==> src/rtl/seq_detector_param.sv <==
// seq_detector_param: parametrised serial sequence detector.
// Shifts one bit per enabled clock into a history register and pulses z for
// one cycle when the newest cfg_len bits equal cfg_pattern[cfg_len-1:0]
// (pattern[cfg_len-1] oldest, pattern[0] newest). Pattern, length and
// overlap mode are latched by cfg_load, which also restarts detection.
//
// Optional build macro: SEQ_DETECTOR_MATCH_COUNT_EN
//   defined   -> match_count is a saturating count of z pulses since the
//                last reset or cfg_load.
//   undefined -> match_count is tied to zero and no counter is built.
//
// Stream handshake: en is a pure valid qualifier with no back-pressure.
// A bit on w is consumed on every rising edge where en=1 and cfg_load=0.
// With en=0 nothing is consumed, all state holds and z is driven low.
module seq_detector_param #(
    parameter int MAX_LEN = 8,
    parameter int LEN_W   = 4,
    parameter int CNT_W   = 8
) (
    input  logic               clk,
    input  logic               reset,
    input  logic               w,
    input  logic               en,
    input  logic               cfg_load,
    input  logic [MAX_LEN-1:0] pattern,
    input  logic [LEN_W-1:0]   len,
    input  logic               overlap,
    output logic               z,
    output logic [CNT_W-1:0]   match_count
);

    localparam logic [LEN_W-1:0] MAX_LEN_L = LEN_W'(MAX_LEN);

    logic [MAX_LEN-1:0] history;
    logic [MAX_LEN-1:0] hist_next;
    logic [MAX_LEN-1:0] cfg_pattern;
    logic [MAX_LEN-1:0] mask;
    logic [LEN_W-1:0]   fill;
    logic [LEN_W-1:0]   fill_next;
    logic [LEN_W-1:0]   cfg_len;
    logic [LEN_W-1:0]   len_clamped;
    logic               cfg_overlap;
    logic               match;

    // Next history/fill, the compare mask and the match decision for this edge.
    always_comb begin
        hist_next   = {history[MAX_LEN-2:0], w};
        fill_next   = (fill >= MAX_LEN_L) ? MAX_LEN_L : fill + LEN_W'(1);
        len_clamped = (len > MAX_LEN_L) ? MAX_LEN_L : len;
        mask        = '0;
        for (int i = 0; i < MAX_LEN; i++) begin
            mask[i] = (i < int'(cfg_len));
        end
        match = (cfg_len != '0) && (fill_next >= cfg_len) &&
                (((hist_next ^ cfg_pattern) & mask) == '0);
    end

    // Config latch, bit history, fill count and registered match pulse.
    always_ff @(posedge clk) begin
        if (reset) begin
            history     <= '0;
            fill        <= '0;
            cfg_pattern <= '0;
            cfg_len     <= '0;
            cfg_overlap <= 1'b1;
            z           <= 1'b0;
        end else if (cfg_load) begin
            // The w bit of a load cycle is intentionally dropped.
            cfg_pattern <= pattern;
            cfg_len     <= len_clamped;
            cfg_overlap <= overlap;
            history     <= '0;
            fill        <= '0;
            z           <= 1'b0;
        end else if (en) begin
            history <= hist_next;
            // Non-overlapping mode: a match consumes its bits, so validity
            // restarts from zero while the stale history bits are ignored.
            fill    <= (match && !cfg_overlap) ? '0 : fill_next;
            z       <= match;
        end else begin
            z <= 1'b0;
        end
    end

`ifdef SEQ_DETECTOR_MATCH_COUNT_EN
    logic [CNT_W-1:0] count;

    // Saturating count of match pulses, incremented on the edge that sets z.
    always_ff @(posedge clk) begin
        if (reset || cfg_load) begin
            count <= '0;
        end else if (en && match && (count != '1)) begin
            count <= count + CNT_W'(1);
        end
    end

    assign match_count = count;
`else
    assign match_count = '0;
`endif

endmodule
==> config.mk <==
export PLATFORM = sky130hd
export DESIGN_NAME = seq_detector_param
export DESIGN_NICKNAME = d
export VERILOG_FILES = /design/src/rtl/seq_detector_param.sv
export SDC_FILE = /design/constraint.sdc
export NUM_CORES = 1
export LEC_CHECK = 0
export ABC_AREA = 0
export BUFFER_PORTS_ARGS = -buffer_cell sky130_fd_sc_hd__buf_4
export CORE_MARGIN = 4
export CORE_UTILIZATION = 50
export DETAILED_ROUTE_END_ITERATION = 8
export GPL_ROUTABILITY_DRIVEN = 0
export PLACE_DENSITY_LB_ADDON = 0.05
export SKIP_LAST_GASP = 1
export SYNTH_ARGS = -nofsm -noshare
export SYNTH_HDL_FRONTEND = slang
export SYNTH_SLANG_ARGS = --single-unit
==> constraint.sdc <==
create_clock -name clk -period 5.9 [get_ports clk]
set_input_delay 0.295 -clock clk [delete_from_list [all_inputs] [get_ports clk]]
set_output_delay 0.295 -clock clk [all_outputs]
set_load 0.005 [all_outputs]
==> summary.md <==
| Metric | Value |
|---|---|
| Status | finished, final reports clean |
| Hold slack | about 0.18 ns |
| Post-DP HPWL | between 2 and 2.5 mm |
| Leading area contributor after synthesis | dfxtp_1 |
| DR WL/cell | between 10 and 15 um |
| Buf/Inv on CP | 1 |
| Max Freq | around 470 MHz |
| Die height | ~61 um |
| Utilization after layout | 0.593 |
| CTS tree | yes |
| Pwr/cell area | ~210 nW/um2 |
| CP Class | register to register |
| Final hold violation count | 0 |
| ANT nets after route | 0 |
| Yosys cell types | 38 |
| Reg2reg end | z |
| Clk slew on worst S/H paths | 0.14 ns |
| Largest net degree at the start of global routing | 20 |
| All-layer global routing usage | 0.166 |
| CTS sink cnt | 25 |
| Max FO, Critical Path | 6 |
| #FFs+latches synth | 25 |
| FP Rows | 18 |
| Max-cap violation count | 0 |
| Worst hold path type | primary input to register |
| # nets final | roughly 190 |
| Max Slew Vio Count | 0 |
| Synth-to-layout area growth | 10.1% |
| Antenna violations before repair | 0 |
| Antenna diode instance count | 0 |
| Clk Latency, worst-skew pair | roughly 0.32 ns |
| CP Cell Sequence | inv_1 -> ha_1 -> nor2b_1 -> ha_1 -> a2111oi_2 -> nor3_1 -> and4_1 |
| Die area | 3670 um2 |
| Synth Instances | 152 |
| Max stage delay on crit path | around 0.45 ns |
| Final wirelength | approximately 2.7 mm |
| Crit path time final | around 2.1 ns |
| Setup violators final | 0 |
| Worst Setup End Kind | register |
| Ranking of synthesized cells by area | dfxtp_1 36%, mux2i_1 12%, nor2_1 6.0%, ha_1 5.4%, buf_4 4.3% |
| Hold path depth | 3 |
| Peak supply drop | about 0.00019 V |
| Die width | between 60 and 70 um |
| Layout cell share with drive strength beyond 1 | 0.169 |
| Final period util | 0.364 |
| Clk buf depth | 2 |
| 1st-iter DRT viols | 37 |
| R2R setup slack | 3.75 ns |
| Postcts setup bufs | 0 |
| Vias in the first global route | roughly 1.1k |
| Setup TNS | 0 ns |
| First-pass GRT wire length | 4.66 mm |
| First-pass iteration count of the detailed router | 4 |
| Top delay family on crit path | adder cells |
| Core area | between 2000 and 3000 um2 |
| Worst EP required | 6.14 ns |
| Drc violations | 0 |
| Synth Warn # | 0 |
| Unrepaired setup endpoints after global routing | no |
| End of the worst hold path | cfg_overlap |
| Dominant synthesized flop cell | dfxtp_1 |
| Clk_skew | about 0.0096 ns |
| Clock root buffer | clkbuf_4 |
| Top-count cell post-synth | dfxtp_1 |
| P_leak | about 0.67 nW |
| Depth of the CTS H-tree | 1 |
| Slowest cell on crit path | a2111oi_2 |
| Post-synth EDFFs | 0 |
| Mapped cell area | between 1000 and 1500 um2 |
| Starting Density | 0.538 |
| Top-level I/O count | 27 |
| Top-area cell type share of the netlist area | 0.362 |
| Routed via count | 1055 |
| Buffers added on ports | 18 |
| Reg2Reg Depth | 7 |
| Routed vias/inst | between 5 and 6 |
| Post-CTS Resized | 0 |
| Startpoint Class | register |
| Grt ovf | 0 |
| Register area share after synthesis | 0.362 |
| Fraction of registers with async set/reset | 0 |
| R2r startpoint | fill[0] |
| Total CTS buffers | 3 |
| Critical path's most frequent cell | ha_1 |
| Critical Path AT | roughly 2.4 ns |
| Worst hold start | overlap |
| Commonest cells post-synth | 25 x dfxtp_1, 22 x nor2_1, 17 x mux2i_1, 9 x inv_1, 8 x buf_4 |
| Average cell area after synthesis | 9.10 um2 |
| Hold_buf cts | 0 |
## per-layer routing
layer	vias up	track usage	wire length [um]
met2	23	0.302	1320
met5	-	0	0
met1	485	0.191	1210
met3	4	0.0426	105
met4	0	0.0464	34
li1	543	-	-
## worst max-delay path by stage
stage | end | slack [ns] | startpoint | cells after the start
final | z | 3.75 | fill[0] | 7
after global routing | z | 3.61 | fill[0] | 7
after CTS | z | 3.74 | fill[0] | 7
after detailed placement | z | 3.77 | fill[0] | 7
after global placement | z | 3.85 | fill[0] | 7
after floorplan | z | 3.92 | fill[0] | 7
## cell type report
| type | count | area [um2] |
|---|---|---|
| Inverter | 9 | 33.8 |
| Multi-Input combinational cell | 110 | 788 |
| Fill cell | 242 | 1040 |
| Clock inverter | 1 | 5.00 |
| Timing Repair Buffer | 18 | 135 |
| Clock buffer | 3 | 22.5 |
| Sequential cell | 25 | 500 |
| Tap cell | 30 | 37.5 |
## cells by family after synthesis
logic type / Yosys count / share of synthesized area
and+or+nand+nor: 45 / 0.167
AOI/OAI and AO/OA: 25 / 0.147
DFF: 25 / 0.362
buffers and inverters: 24 / 0.0869
muxes: 17 / 0.123
xor gates and xnor gates: 9 / 0.0570
adders and majority gates: 6 / 0.0543
other: 1 / 0.00271
## layout by cell type, fill, tap and decap left out, types with 2 or more instances in the layout
cell type	Yosys	final
nor4_1	3	3
clkbuf_4	0	3
nor3_1	3	3
a21oi_1	6	6
xor2_1	4	4
ha_1	6	6
conb_1	1	8
nand2_1	3	3
nor2_1	22	22
buf_4	8	18
dfxtp_1	25	25
nor2b_1	2	2
o21a_1	2	2
inv_1	9	9
o211ai_1	2	2
nand2b_1	4	4
a2bb2oi_1	2	2
a31oi_1	3	3
xnor2_1	5	5
mux2i_1	17	17
a31o_2	2	2
## through the flow
stage | instance area, um2 | instances | setup slack [ns] | power, mW
after floorplan | 1410 | 159 | 3.92 | 0.232
after global placement | 1500 | 192 | 3.85 | 0.244
after detailed placement | 1500 | 192 | 3.77 | 0.246
after CTS | 1520 | 196 | 3.74 | 0.323
after global routing | 1520 | 196 | 3.61 | 0.337
final | 1520 | 196 | 3.75 | 0.319
## worst register-to-register path, delay by kind of cell, from the launching register on
kind | cells | cell delay (ns)
compound gates | 1 | 0.45
fa+ha+maj | 2 | 0.61
buf+inv | 1 | 0.07
flops | 1 | 0.44
simple gates | 3 | 0.50
## sequential cells by signal, indices dropped and copies added (netlist names)
signal	cells
cfg_len	4
cfg_overlap	1
history	7
cfg_pattern	8
z	1
fill	4
## power by group
group	leakage [nW]	internal [mW]	total [mW]	switching, mW
Combinational	0.446	0.0305	0.0614	0.0309
Clock	0.0177	0.0254	0.0764	0.0510
Sequential	0.204	0.175	0.182	0.00627
Note: power is estimated with default switching activity, not from simulation.
